===== src/rtl/fifo_pkg.sv =====
// Shared definitions for the fifo family: default geometry, depth helper and
// the per-cycle accepted-request record.
package fifo_pkg;

  localparam int DSIZE_DEF = 8;
  localparam int ASIZE_DEF = 4;

  function automatic int depth(input int asize);
    return 2 ** asize;
  endfunction

  typedef struct packed {
    logic wacc;
    logic racc;
  } fifo_acc_t;

endpackage


===== src/rtl/fifo_ram.sv =====
// 1-write/1-read register array; synchronous write, asynchronous read.
module fifo_ram
  import fifo_pkg::*;
#(
  parameter int DSIZE = DSIZE_DEF,
  parameter int ASIZE = ASIZE_DEF
) (
  input  logic             clk_i,
  input  logic             we_i,
  input  logic [ASIZE-1:0] waddr_i,
  input  logic [DSIZE-1:0] wdata_i,
  input  logic [ASIZE-1:0] raddr_i,
  output logic [DSIZE-1:0] rdata_o
);

  localparam int DEPTH = depth(ASIZE);

  logic [DSIZE-1:0] mem [DEPTH];

  always_ff @(posedge clk_i) begin
    if (we_i) mem[waddr_i] <= wdata_i;
  end

  assign rdata_o = mem[raddr_i];

endmodule


===== src/rtl/fifo_sync_thr.sv =====
// Single-clock FIFO with occupancy count, threshold flags and sticky errors.
// Define FIFO_FWFT_EN for first-word-fall-through reads.
module fifo_sync_thr
  import fifo_pkg::*;
#(
  parameter int DSIZE      = DSIZE_DEF,
  parameter int ASIZE      = ASIZE_DEF,
  parameter int AFULL_THR  = 14,
  parameter int AEMPTY_THR = 2
) (
  input  logic             clk_i,
  input  logic             rst_i,
  input  logic             winc_i,
  input  logic [DSIZE-1:0] wdata_i,
  output logic             wfull_o,
  output logic             walmost_full_o,
  input  logic             rinc_i,
  output logic [DSIZE-1:0] rdata_o,
  output logic             rempty_o,
  output logic             ralmost_empty_o,
  output logic [ASIZE:0]   count_o,
  output logic             overflow_o,
  output logic             underflow_o
);

  localparam int DEPTH = depth(ASIZE);
  localparam logic [ASIZE:0] AFULL_CNT  = (ASIZE+1)'(AFULL_THR);
  localparam logic [ASIZE:0] AEMPTY_CNT = (ASIZE+1)'(AEMPTY_THR);

  if (AFULL_THR > DEPTH || AEMPTY_THR >= DEPTH) begin : g_bad_thr
    $error("fifo_sync_thr: threshold out of range (AFULL_THR=%0d AEMPTY_THR=%0d DEPTH=%0d)",
           AFULL_THR, AEMPTY_THR, DEPTH);
  end

  logic [ASIZE:0] wptr_q, wptr_d, rptr_q, rptr_d, count_q, count_d;
  logic           overflow_q, underflow_q;
  logic           full, empty;
  logic [DSIZE-1:0] ram_rdata;
  fifo_acc_t      acc;

  // Extra pointer MSB distinguishes full (MSBs differ, addresses equal) from empty.
  assign full  = (wptr_q == {~rptr_q[ASIZE], rptr_q[ASIZE-1:0]});
  assign empty = (wptr_q == rptr_q);

  always_comb begin
    acc.wacc = winc_i & ~full;
    acc.racc = rinc_i & ~empty;
    wptr_d   = wptr_q + (ASIZE+1)'(acc.wacc);
    rptr_d   = rptr_q + (ASIZE+1)'(acc.racc);
    count_d  = count_q;
    case ({acc.wacc, acc.racc})
      2'b10:   count_d = count_q + 1'b1;
      2'b01:   count_d = count_q - 1'b1;
      default: count_d = count_q;
    endcase
  end

  always_ff @(posedge clk_i) begin
    if (rst_i) begin
      wptr_q      <= '0;
      rptr_q      <= '0;
      count_q     <= '0;
      overflow_q  <= 1'b0;
      underflow_q <= 1'b0;
    end else begin
      wptr_q      <= wptr_d;
      rptr_q      <= rptr_d;
      count_q     <= count_d;
      overflow_q  <= overflow_q | (winc_i & full);
      underflow_q <= underflow_q | (rinc_i & empty);
    end
  end

  fifo_ram #(
    .DSIZE(DSIZE),
    .ASIZE(ASIZE)
  ) u_ram (
    .clk_i   (clk_i),
    .we_i    (acc.wacc & ~rst_i),
    .waddr_i (wptr_q[ASIZE-1:0]),
    .wdata_i (wdata_i),
    .raddr_i (rptr_q[ASIZE-1:0]),
    .rdata_o (ram_rdata)
  );

`ifdef FIFO_FWFT_EN
  assign rdata_o = ram_rdata;
`else
  logic [DSIZE-1:0] rdata_q;

  always_ff @(posedge clk_i) begin
    if (rst_i)         rdata_q <= '0;
    else if (acc.racc) rdata_q <= ram_rdata;
  end

  assign rdata_o = rdata_q;
`endif

  assign wfull_o         = full;
  assign rempty_o        = empty;
  assign walmost_full_o  = (count_q >= AFULL_CNT);
  assign ralmost_empty_o = (count_q <= AEMPTY_CNT);
  assign count_o         = count_q;
  assign overflow_o      = overflow_q;
  assign underflow_o     = underflow_q;

endmodule


===== config.mk =====
export PLATFORM = sky130hd
export DESIGN_NAME = fifo_sync_thr
export DESIGN_NICKNAME = d
export VERILOG_FILES = /design/src/rtl/fifo_pkg.sv /design/src/rtl/fifo_ram.sv /design/src/rtl/fifo_sync_thr.sv
export SDC_FILE = /design/constraint.sdc
export NUM_CORES = 1
export LEC_CHECK = 0
export CAP_MARGIN = 30
export CORE_UTILIZATION = 60
export DETAILED_ROUTE_END_ITERATION = 8
export PLACE_DENSITY = 0.8
export SETUP_SLACK_MARGIN = 0.02
export SYNTH_ARGS = -nofsm -noshare
export SYNTH_HDL_FRONTEND = slang
export SYNTH_SLANG_ARGS = --single-unit

===== constraint.sdc =====
create_clock -name clk_i -period 5.95 [get_ports clk_i]
set_input_delay 0.595 -clock clk_i [delete_from_list [all_inputs] [get_ports clk_i]]
set_output_delay 0.595 -clock clk_i [all_outputs]
set_load 0.02 [all_outputs]

### Word level (Yosys, flattened, before mapping)

Memories as Yosys holds them, arrays and structs flattened. A register that Yosys moved wholly into a read port is not among the register bits.
Index checks and enable logic that the tools add are counted.

* magnitude comparators: 2
* shift-type cells: 0
* add/sub/neg operators: 4
* div/mod/pow operators: 0
* multipliers: 0
* reductions and logical operators: 1
* bitwise gates (word level): 11
* equality and inequality tests: 4
* muxes and demuxes: 3

Operators by type and width (count)
* adder 5 x 1 -> 5 bit: 2
* equality test 5 bit: 2
* one-hot mux 5 bit (2 select lines): 1
* adder 5 x 1 -> 5 bit (second input constant): 1
* AND 1 bit: 5
* >= comparator 5 x 4 -> 1 bit (second input constant): 1
* <= comparator 5 x 2 -> 1 bit (second input constant): 1
* subtractor 5 x 1 -> 5 bit (second input constant): 1
* NOT 1 bit: 4
* equality test 2 x 1 -> 1 bit (second input constant): 1
* equality test 2 bit (second input constant): 1
* two-way mux 1 bit: 2
* bitwise OR 1 bit: 2
* nonzero test 2 bit: 1

* latch bits: 0
* ROM bits: 0
* bits in writable memories: 128
* flip-flop bits (word level): 17
* input port bits: 12
* memories: 1

Memory list
* u_ram.mem: words 16, bits a word 8, rd ports 1, clocked after Yosys merged registers in 1, wr ports 1, RTL line fifo_ram.sv:18 `logic [DSIZE-1:0] mem [DEPTH];`

### Longest topological paths before layout

Gate-level depths: netlist (run 1).

* depth in word-level cells: 7
* depth in mapped cells: 15

### Cells and area by module

From an unflattened synthesis (run 1), not the netlist that was laid out.

* cell total of the unflattened synthesis: 375
* area total of the unflattened synthesis: 6358.6 um^2

Modules (own cells, without submodules)
* fifo_ram: cells an instance 221, area an instance 4987.3 um^2, seq. area each 3843.7 um^2, times used 1
* fifo_sync_thr: cells an instance 154, area an instance 1371.3 um^2, seq. area each 500.5 um^2, times used 1

### Least setup slack after synthesis (run 1)

No wires, ideal clock.

* path kind: flip-flop to flip-flop
* from: register wptr_q[1]
* to: register count_q[4] (netlist: count_o[4])
* clock period less this slack: 2875 ps
* path slack: 3075 ps
* buffers on the path: 2
* arrival time: 2754 ps
* stages on the path, launching flop included: 16
* cells stage by stage: dfxtp_1 > buf_4 > xnor2_1 > nand4_2 > nor2_2 > nor2b_4 > inv_2 > ha_1 > clkbuf_1 > xor2_1 > ha_1 > a211o_1 > nand2_1 > nand3b_1 > a31oi_1 > mux2_2

* cells in the longest elaborated chain, start to end: 5
* elaborated cells on any way between the ends: 10
* classes of those cells: eq/ne: 4; mux: 1; bitwise: 4; reduce/logical: 1

RTL lines
* from (decl): RTL line fifo_sync_thr.sv:35 `logic [ASIZE:0] wptr_q, wptr_d, rptr_q, rptr_d, count_q, count_d;`
* from (signal assigned): RTL line fifo_sync_thr.sv:66 `wptr_q <= wptr_d;`
* equality test 5 bit (*): RTL line fifo_sync_thr.sv:42 `assign full = (wptr_q == {~rptr_q[ASIZE], rptr_q[ASIZE-1:0]});`
* net wfull_o: RTL line fifo_sync_thr.sv:15 `output logic wfull_o,`
* NOT 1 bit (*): RTL line fifo_sync_thr.sv:46 `acc.wacc = winc_i & ~full;`
* AND 1 bit (*): RTL line fifo_sync_thr.sv:46
* equality test 2 x 1 -> 1 bit / equality test 2 bit (equally long branches): RTL line fifo_sync_thr.sv:51 `case ({acc.wacc, acc.racc})`
* one-hot mux 5 bit (2 select lines) / nonzero test 2 bit (equally long branches)
* to (signal assigned): RTL line fifo_sync_thr.sv:68 `count_q <= count_d;`
* to (decl): RTL line fifo_sync_thr.sv:35

Mark *: on every way through the listed nets, which the timed path passes. The rest lies on a longest branch.
A chain may end at the register's enable or synchronous reset.

### Worst setup path in the final report (run 1)

* from: register rptr_q[2]
* to: register count_q[4] (netlist: count_o[4])

* cells in the longest elaborated chain, start to end: 5
* elaborated cells on any way between the ends: 10
* classes of those cells: eq/ne: 4; mux: 1; bitwise: 4; reduce/logical: 1

RTL lines
* from (decl): RTL line fifo_sync_thr.sv:35
* from (signal assigned): RTL line fifo_sync_thr.sv:67 `rptr_q <= rptr_d;`
* equality test 5 bit, on equally long branches: RTL line fifo_sync_thr.sv:43, fifo_sync_thr.sv:42
* NOT 1 bit, on equally long branches: RTL line fifo_sync_thr.sv:47, fifo_sync_thr.sv:46
* AND 1 bit, on equally long branches: RTL line fifo_sync_thr.sv:47, fifo_sync_thr.sv:46
* equality test 2 x 1 -> 1 bit / equality test 2 bit (equally long branches): RTL line fifo_sync_thr.sv:51
* one-hot mux 5 bit (2 select lines) / nonzero test 2 bit (equally long branches)

Several ways; a longest one is shown, not always the timed one.

==> flow_metrics.tcl, run 1 <==
set metrics [dict create \
    synth_compound_area_frac 0.0463 \
    cts_resized 0 \
    syn_to_final_growth_pct 16.2 \
    maxCapViolations 0 \
    grt-ovfl-total 0 \
    ir_drop_v 0.000159 \
    drc 0 \
    rrSetupSlack_ns 2.51 \
    core_area_sq_um 9860 \
    num_io_pins 31 \
    yosysWarnings 0 \
    min_period_ns 3.44 \
    cts_setup_buffers 0 \
    setup-tns-final_ns 0 \
    cp.required_ns 6.36 \
    wl_per_cell_microns 23.7 \
    yosys.area_share.simple 0.0670 \
    ys_seq_area_frac 0.705 \
    end_kind "register" \
    mostFrequentLayoutCells "128 x edfxtp_1, 32 x mux4_2, 30 x clkdlybuf4s50_1, 24 x dfxtp_1, 17 x a22oi_1" \
    die_w_microns 103 \
    clock_latency_ns 0.52 \
    start_util 0.625 \
    muxShareOfSynthArea 0.120 \
    synth_fa_ha_area_frac 0.0162 \
    outcome "finished clean" \
    utilization 0.726 \
    syn-cell-area_sq_um 6160 \
    p_per_area_nw_per_um2 361 \
    swShare 0.241 \
    fin_cells 535 \
    routed_via_density 6.33 \
    synthCells 349 \
    nNetsFinal 409 \
    hold_buffers 0 \
    htreeDepth 4 \
    io_buffers 30 \
    cpPeakStageDelay_ns 0.43 \
    cp.arrival_ns 3.85 \
    total_leakage_power_nw 2.33 \
    postSynthNetCount 369 \
    dp.cells 497 \
    finalHoldViolCount 0 \
    synthXorXnorAreaFrac 0.0227 \
    n_antenna_cell 0 \
    crit_path_cell_trace "buf_4, xnor2_1, nand4_2, o21ai_0, inv_1, ha_1, xor2_1, ha_1, a211o_1, nand2_1, nand3b_1, a31oi_1, mux2_2" \
    die_height_microns 103 \
    async_flop_share 0 \
    root_buffer "clkbuf_8" \
    wirelength_microns 12700 \
    power.internal_mw 1.96 \
    cp_common_cell "ha_1" \
    ys.flop_type "edfxtp_1" \
    max_freq_ghz 0.290 \
    die_area_sq_um 10700 \
    vias 3384 \
    slew_headroom 0.336 \
    grt_max_degree 37 \
    seq_power_share 0.474 \
    firstDrtPassIters 4 \
    cp_max_fo 36 \
    power_mw 2.59 \
    dp_hpwl_microns 7680 \
    cts_tree "done" \
    p_clk_frac 0.383 \
    ys_seq_elements 153 \
    first_global_vias 3288 \
    final_common_cell "edfxtp_1" \
    p_switching_mw 0.624 \
    antenna_found_initial 0 \
    synth_top_family_by_area "multiplexers" \
    worst_pin_slew_ns 0.988 \
    antenna_left 0 \
    cts_buffer_depth 2 \
    grt_pass1_wl_microns 18800 \
    setup_violations 0 \
    finClkSkew_ns 0.00724 \
    ys_types 43 \
    start_kind "register" \
    cts_sinks 153 \
    synth.avg_cell_area_sq_um 17.7 \
    post-route-period-util 0.579 \
    cts_buffers 17 \
    rows 36 \
    drtIter0Drc 296 \
    cts.clk_slew.worst_paths_ns 0.06 \
    cp_slowest_cell "buf_4" \
    min_path_type "reg2reg" \
    drive_above_1_share 0.211 \
    crit_type "reg2reg" \
    gp_congestion 0.769 \
    drv_slew 0 \
    grt_setup_unrepaired "false" \
    p_comb_frac 0.143 \
    grt_usage 0.261 \
    synth_edf_count 128 \
]
## registers in the layout, indices dropped and copies added, names as in the netlist
name,cells
u_ram.mem,128
count_o,5
overflow_o,1
underflow_o,1
wptr_q,5
rptr_q,5
rdata_o,8
## cell type report
class                      instances  area [sq um]
inverter                           2          7.51
timing repair buffer              45           400
multi-input combinational        170          1690
clock buffer                      19           422
clock inverter                    13           129
fill                             560          2700
sequential                       153          4350
tap                              133           166
## cell usage after synthesis, types with 5 or more instances
cell        n  area (sq um)
nor2b_1     8          50.1
a22o_1      8          70.1
buf_2       6          30.0
dfxtp_1    25           500
xnor2_1     7          61.3
nand2b_1    6          37.5
nor3_1      8          40.0
clkbuf_1    8          30.0
xor2_1      9          78.8
nor2_1     16          60.1
ha_1        8           100
edfxtp_1  128          3840
a22oi_1    17           128
mux4_2     32           721
nand2_1    13          48.8
nor4_1      5          31.3
## kinds of logic (layout without fill, tap and decap cells)
logic type,count (synthesis),in the layout
AOI/OAI and AO/OA,39,39
xor gates and xnor gates,16,16
adders and majority gates,8,8
buffers and inverters,26,79
DFF,153,153
muxes,34,34
and+or+nand+nor,73,73
## stage by stage
| step | worst slack (ns) | hold slack (ns) | cell area [sq um] |
|---|---|---|---|
| after floorplan | 3.07 | 0.538 | 6160 |
| after global placement | 2.59 | 0.451 | 6570 |
| after detailed placement | 2.44 | 0.456 | 6580 |
| after CTS | 2.47 | 0.471 | 7130 |
| after global routing | 2.18 | 0.491 | 7160 |
| final | 2.51 | 0.467 | 7160 |
## worst max-delay path, delay by kind of cell (launching register included)
family,cells,cell delay (ns)
AO/OA/AOI/OAI,3,0.80
buffers and inverters,2,0.59
multiplexers,1,0.35
AND/OR/NAND/NOR,3,0.29
XOR/XNOR,2,0.39
flip-flops,1,0.31
adder cells (fa/ha/maj),2,0.58
## worst paths after layout
check	startpoint	endpoint	cells past startpoint
worst min register to register	overflow_o$_SDFF_PP0_	overflow_o$_SDFF_PP0_	2
worst max-delay path	rptr_q[2]$_SDFF_PP0_	count_o[4]$_SDFFE_PP0P_	13
worst min-delay path	overflow_o$_SDFF_PP0_	overflow_o$_SDFF_PP0_	2
worst max register to register	rptr_q[2]$_SDFF_PP0_	count_o[4]$_SDFFE_PP0P_	13
## routing by layer
layer  vias up  track usage  wire, microns
li1       1471            -              -
met1      1740        0.362           5340
met2       150        0.405           6230
met3        23       0.0605            837
met4         0        0.105            294
met5         -            0              0
## power by group through the flow
stage	Clock, mW	Combinational, mW	Sequential (mW)
4_1_cts	1.00	0.373	1.22
6_report	0.991	0.370	1.23
3_3_place_gp	0	0.358	1.24
2_1_floorplan	0	0.237	1.25
3_5_place_dp	0	0.368	1.25
5_1_grt	1.05	0.402	1.23
(Power assumes the default switching activity.)
==> run 2: changes to the inputs <==
--- a/config.mk
+++ b/config.mk
@@ -6,9 +6,9 @@
 export NUM_CORES = 1
 export LEC_CHECK = 0
 export CAP_MARGIN = 30
-export CORE_UTILIZATION = 60
+export CORE_UTILIZATION = 59
 export DETAILED_ROUTE_END_ITERATION = 8
-export PLACE_DENSITY = 0.8
+export PLACE_DENSITY = 0.78
 export SETUP_SLACK_MARGIN = 0.02
 export SYNTH_ARGS = -nofsm -noshare
 export SYNTH_HDL_FRONTEND = slang
==> constraint.sdc (replaced) <==
create_clock -name clk_i -period 3.3 [get_ports clk_i]
set_input_delay 0.33 -clock clk_i [delete_from_list [all_inputs] [get_ports clk_i]]
set_output_delay 0.33 -clock clk_i [all_outputs]
set_load 0.02 [all_outputs]
==> run 2 against run 1 <==
Critical path depth down 1. Fmax grew 17%. Utilization is 0.49 points higher. Global-route usage is 1.1 points lower. Critical endpoint unchanged. First-iteration DRC count is 16% lower. Cell area grew 1.6%.
==> flow_metrics.tcl, run 2 (synthesis results as in run 1) <==
set metrics [dict create \
    grtUsageMet1 0.333 \
    io_buffers 30 \
    top_usage_layer "met2" \
    total_leakage_power_nw 2.41 \
    die_area_sq_um 10900 \
    num_io_pins 31 \
    post-route-period-util 0.891 \
    vias 3343 \
    finClkSkew_ns 0.0106 \
    grt-ovfl-total 0 \
    root_buffer "clkbuf_8" \
    start_util 0.619 \
    r2r-start "wptr_q[2]$_SDFF_PP0_" \
    multi_input_comb_area_sq_um 1680 \
    routed_via_density 6.18 \
    nNetsFinal 415 \
    final_common_cell "edfxtp_1" \
    grt_use_met2 0.390 \
    die_w_microns 104 \
    drtIter0Drc 248 \
    core_area_sq_um 9950 \
    worst_pin_slew_ns 0.799 \
    max_freq_ghz 0.340 \
    finalHoldViolCount 0 \
    cp_max_fo 12 \
    maxCapViolations 0 \
    wl_per_cell_microns 22.8 \
    cts_sinks 153 \
    grt_setup_unrepaired "false" \
    syn_to_final_growth_pct 18.1 \
    largest-register "u_ram.mem" \
    use_met3 0.0702 \
    cts_buffers 17 \
    drv_slew 0 \
    first_global_vias 3365 \
    grt_usage 0.250 \
    start_kind "register" \
    gp_congestion 0.825 \
    outcome "finished clean" \
    drc 0 \
    drive_above_1_share 0.228 \
    cts.clk_slew.worst_paths_ns 0.06 \
    setup-tns-final_ns 0 \
    place_area_sq_um 6660 \
    antenna_left 0 \
    min_period_ns 2.94 \
    wirelength_microns 12300 \
    slew_headroom 0.466 \
    min_path_type "in2reg" \
    antenna_found_initial 0 \
    ir_drop_v 0.000350 \
    mostFrequentLayoutCells "128 x edfxtp_1, 32 x mux4_2, 30 x clkdlybuf4s50_1, 21 x buf_4, 20 x dfxtp_1" \
    crit_type "reg2reg" \
    firstDrtPassIters 4 \
    grt_pass1_wl_microns 19400 \
    dp_hpwl_microns 7670 \
    clock_latency_ns 0.53 \
    n_antenna_cell 0 \
    die_height_microns 104 \
    p_per_area_nw_per_um2 666 \
    largest_reg_flops 128 \
    min_from "winc_i" \
    fillers 576 \
    cts_tree "done" \
    cp.required_ns 3.72 \
    cp-startpoint "wptr_q[2]$_SDFF_PP0_" \
    grt_max_degree 36 \
    seq_area_sq_um 4350 \
    rrSetupSlack_ns 0.36 \
    setup_violations 0 \
    htreeDepth 4 \
    hold_buffers 0 \
    cts_buffer_depth 2 \
    rows 36 \
    cp.arrival_ns 3.36 \
    fin_area_sq_um 7280 \
    end_kind "register" \
]
## run 2: timing repair
action / in CTS / in global routing
setup buffers: 0 / 0
endpoints found under the setup margin: 0 / 1
gates resized for setup: 0 / 4
## run 2: report_power, final
| group | switching [mW] | internal [mW] | total (mW) | leakage [nW] |
|---|---|---|---|---|
| Sequential | 0.0558 | 2.15 | 2.20 | 1.36 |
| Clock | 0.718 | 1.25 | 1.97 | 0.303 |
| Combinational | 0.342 | 0.328 | 0.671 | 0.746 |
| Total | 1.12 | 3.73 | 4.84 | 2.41 |
## run 2: per-layer routing
layer,routed length [microns],vias to the layer above
li1,-,1476
met1,5090,1691
met2,6140,149
met3,813,27
met4,311,0
met5,0,-
## run 2: worst paths after layout
check | endpoint | cells past startpoint
setup / recovery | count_o[4]$_SDFFE_PP0P_ | 12
hold / removal | overflow_o$_SDFF_PP0_ | 3
setup reg to reg | count_o[4]$_SDFFE_PP0P_ | 12
hold reg to reg | rdata_o[3]$_SDFFE_PP0N_ | 1
## run 2: metrics by stage
step / util / cells / setup WS (ns) / hold slack (ns) / power, mW
floorplan: - / 349 / 0.425 / 0.429 / 2.69
global placement: 0.669 / 509 / 0.382 / 0.449 / 2.90
detailed placement: 0.669 / 509 / 0.263 / 0.457 / 2.91
CTS: 0.731 / 541 / 0.232 / 0.452 / 4.87
global route: 0.731 / 541 / 0.0665 / 0.495 / 5.01
finish: 0.731 / 541 / 0.361 / 0.477 / 4.84
## run 2: area by class of cell
class	count	share of cell area
inverters	2	0.00103
multi-input cells	170	0.231
well taps	133	0.0229
clock buffers	26	0.0731
clock inverters	6	0.0113
flip-flops and latches	153	0.598
repair buffers	51	0.0629
## run 2: critical path: stages (launching register included)
cell and delay [ns]:
dfxtp_2 0.47, xnor2_1 0.17, nand4_2 0.15, o21ai_0 0.24
inv_1 0.12, ha_1 0.32, xor2_1 0.19, ha_1 0.23
a211o_1 0.27, nand2_1 0.07, nand3b_1 0.08, a31oi_1 0.18
mux2_2 0.35
==> run 3: changes to the inputs <==
--- a/config.mk
+++ b/config.mk
@@ -6,10 +6,11 @@
 export NUM_CORES = 1
 export LEC_CHECK = 0
 export CAP_MARGIN = 30
+export CORE_MARGIN = 10
 export CORE_UTILIZATION = 59
 export DETAILED_ROUTE_END_ITERATION = 8
 export PLACE_DENSITY = 0.78
-export SETUP_SLACK_MARGIN = 0.02
+export SETUP_SLACK_MARGIN = 0.15
 export SYNTH_ARGS = -nofsm -noshare
 export SYNTH_HDL_FRONTEND = slang
 export SYNTH_SLANG_ARGS = --single-unit
==> run 3 against run 2 <==
Total power shrank 3.7%. Via count shrank 1.9%. Sequential power is essentially flat. Critical path depth grew 1. Global-route usage shrank 7.9 points. Register-to-register slack gained 0.12 ns. First-iteration DRC count grew 40%. Clock skew shrank 0.0044 ns. Fmax grew 4.4%. Utilization shrank 2.8 points.
==> flow_metrics.tcl, run 3 (synthesis results as in run 1) <==
set metrics [dict create \
    fin_cells 540 \
    setup-tns-final_ns 0 \
    r2r-start "wptr_q[2]$_SDFF_PP0_" \
    cts.clk_slew.worst_paths_ns 0.06 \
    first_global_vias 3432 \
    grt_max_degree 36 \
    crit_type "reg2reg" \
    start_util 0.602 \
    power_mw 4.67 \
    largest_reg_flops 128 \
    worst_slack_ns 0.484 \
    place_ws_ns 0.168 \
    rrSetupSlack_ns 0.48 \
    p_switching_mw 1.16 \
    reg2reg_to "count_o[4]$_SDFFE_PP0P_" \
    cts_tree "done" \
    largest-register "u_ram.mem" \
    total_leakage_power_nw 2.35 \
    clock_latency_ns 0.52 \
    dp_hpwl_microns 7480 \
    firstDrtPassIters 4 \
    cts_setup_buffers 0 \
    cts_buffer_depth 2 \
    power.internal_mw 3.50 \
    num_io_pins 31 \
    ir_drop_v 0.000373 \
    utilization 0.703 \
    io_buffers 30 \
    cts_sinks 153 \
    cp.buffers_inverters 1 \
    wl_per_cell_microns 22.3 \
    slew_headroom 0.393 \
    gp_congestion 0.769 \
    drc 0 \
    grt_pass1_wl_microns 19100 \
    die_w_microns 122 \
    grt_usage 0.171 \
    antenna_left 0 \
    rr_worst_depth 13 \
    crit_path_cell_trace "xnor2_1, nand4_2, nor2_2, nor2b_4, inv_2, ha_2, xor2_1, ha_1, a211o_1, nand2_1, nand3b_1, a31oi_1, mux2_2" \
    finalHoldViolCount 0 \
    cp_max_fo 12 \
    rows 37 \
    finClkSkew_ns 0.00620 \
    holdPathEnd "overflow_o$_SDFF_PP0_" \
    hold_buffers 0 \
    max_freq_ghz 0.355 \
    cts_buffers 17 \
    n_antenna_cell 0 \
    swShare 0.249 \
    outcome "finished clean" \
    die_area_sq_um 14900 \
    dp.cells 508 \
    drive_above_1_share 0.233 \
    seq_area_sq_um 4350 \
    htreeDepth 4 \
    syn_to_final_growth_pct 16.7 \
    worst_pin_slew_ns 0.909 \
    antenna_found_initial 0 \
    cp.arrival_ns 3.22 \
    die_height_microns 122 \
    seq_power_share 0.473 \
    p_per_area_nw_per_um2 648 \
    setup_violations 0 \
    nNetsFinal 411 \
    post-route-period-util 0.853 \
    grt_setup_unrepaired "false" \
    p_clk_frac 0.384 \
    drtIter0Drc 348 \
    routed_via_density 6.07 \
    final_common_cell "edfxtp_1" \
    cp_slowest_cell "dfxtp_2" \
    core_area_sq_um 10200 \
    min_period_ns 2.82 \
    cp.required_ns 3.71 \
    cpPeakStageDelay_ns 0.46 \
    min_path_cells 3 \
    crit_family "simple AND/OR/NAND/NOR gates" \
    min_path_type "in2reg" \
    min_from "winc_i" \
    drv_slew 0 \
    root_buffer "clkbuf_8" \
    multi_input_comb_area_sq_um 1690 \
    maxCapViolations 0 \
    vias 3279 \
    wirelength_microns 12000 \
    grt-ovfl-total 0 \
    fillers 634 \
    start_kind "register" \
    end_kind "register" \
    mostFrequentLayoutCells "128 x edfxtp_1, 32 x mux4_2, 30 x clkdlybuf4s50_1, 19 x dfxtp_1" \
    p_comb_frac 0.143 \
]
## run 3: cell types whose count changed in the layout (fill, tap and decap cells not counted), moves of 2 or more
cell | before | now
buf_4 | 21 | 17
inv_6 | 1 | 5
clkbuf_16 | 19 | 16
clkbuf_1 | 4 | 2
clkinv_4 | 0 | 2
clkinvlp_4 | 0 | 2
## run 3: what timing repair did
item | in CTS | in global routing
setup endpoints to repair | 1 | 2
gates resized for setup | 2 | 6
gates cloned | 0 | 0
## run 3: worst max-delay path by stage
| stage | from | to | slack, ns | depth (start not counted) |
|---|---|---|---|---|
| floorplan | wptr_q[1]$_SDFF_PP0_ | count_o[4]$_SDFFE_PP0P_ | 0.42 | 15 |
| global placement | wptr_q[3]$_SDFF_PP0_ | count_o[4]$_SDFFE_PP0P_ | 0.35 | 12 |
| detailed placement | wptr_q[2]$_SDFF_PP0_ | count_o[4]$_SDFFE_PP0P_ | 0.17 | 12 |
| CTS | wptr_q[0]$_SDFF_PP0_ | count_o[4]$_SDFFE_PP0P_ | 0.19 | 12 |
| global route | wptr_q[2]$_SDFF_PP0_ | count_o[4]$_SDFFE_PP0P_ | 0.18 | 13 |
| finish | wptr_q[2]$_SDFF_PP0_ | count_o[4]$_SDFFE_PP0P_ | 0.48 | 13 |
## run 3: area by class of cell
| class | instances | area share |
|---|---|---|
| repair buffers | 47 | 0.0595 |
| inverters | 2 | 0.00104 |
| clock inverters | 12 | 0.0160 |
| clock buffers | 20 | 0.0605 |
| multi-input cells | 170 | 0.234 |
| well taps | 136 | 0.0237 |
| flip-flops and latches | 153 | 0.605 |
## run 3: power groups by stage
stage | logic (mW) | clock network, mW | registers, mW
after global placement | 0.655 | 0 | 2.24
after detailed placement | 0.665 | 0 | 2.24
final | 0.669 | 1.79 | 2.20
after global routing | 0.724 | 1.90 | 2.21
after floorplan | 0.427 | 0 | 2.26
after CTS | 0.674 | 1.81 | 2.20
## run 3: worst reg2reg max path: cells and delay by family, from the launching register on
| kind | cells | cell delay [ns] |
|---|---|---|
| AO/OA/AOI/OAI | 2 | 0.42 |
| XOR/XNOR | 2 | 0.27 |
| adder cells (fa/ha/maj) | 2 | 0.51 |
| buffers and inverters | 1 | 0.07 |
| flip-flops | 1 | 0.46 |
| multiplexers | 1 | 0.35 |
| AND/OR/NAND/NOR | 5 | 0.63 |
## run 3: metal layers
metal	vias to the layer above	GRT usage	part of all wire	wire [microns]
met5	-	0	0	0
met4	0	0.0633	0.014	171
met3	16	0.0439	0.058	701
met2	91	0.277	0.51	6160
met1	1705	0.219	0.42	5000
li1	1467	-	-	-
## run 3: per-stage QoR
stage | hold WS, ns | instance area, sq um
floorplan | 0.429 | 6160
global placement | 0.449 | 6630
detailed placement | 0.464 | 6630
CTS | 0.436 | 7180
global route | 0.473 | 7190
finish | 0.464 | 7190
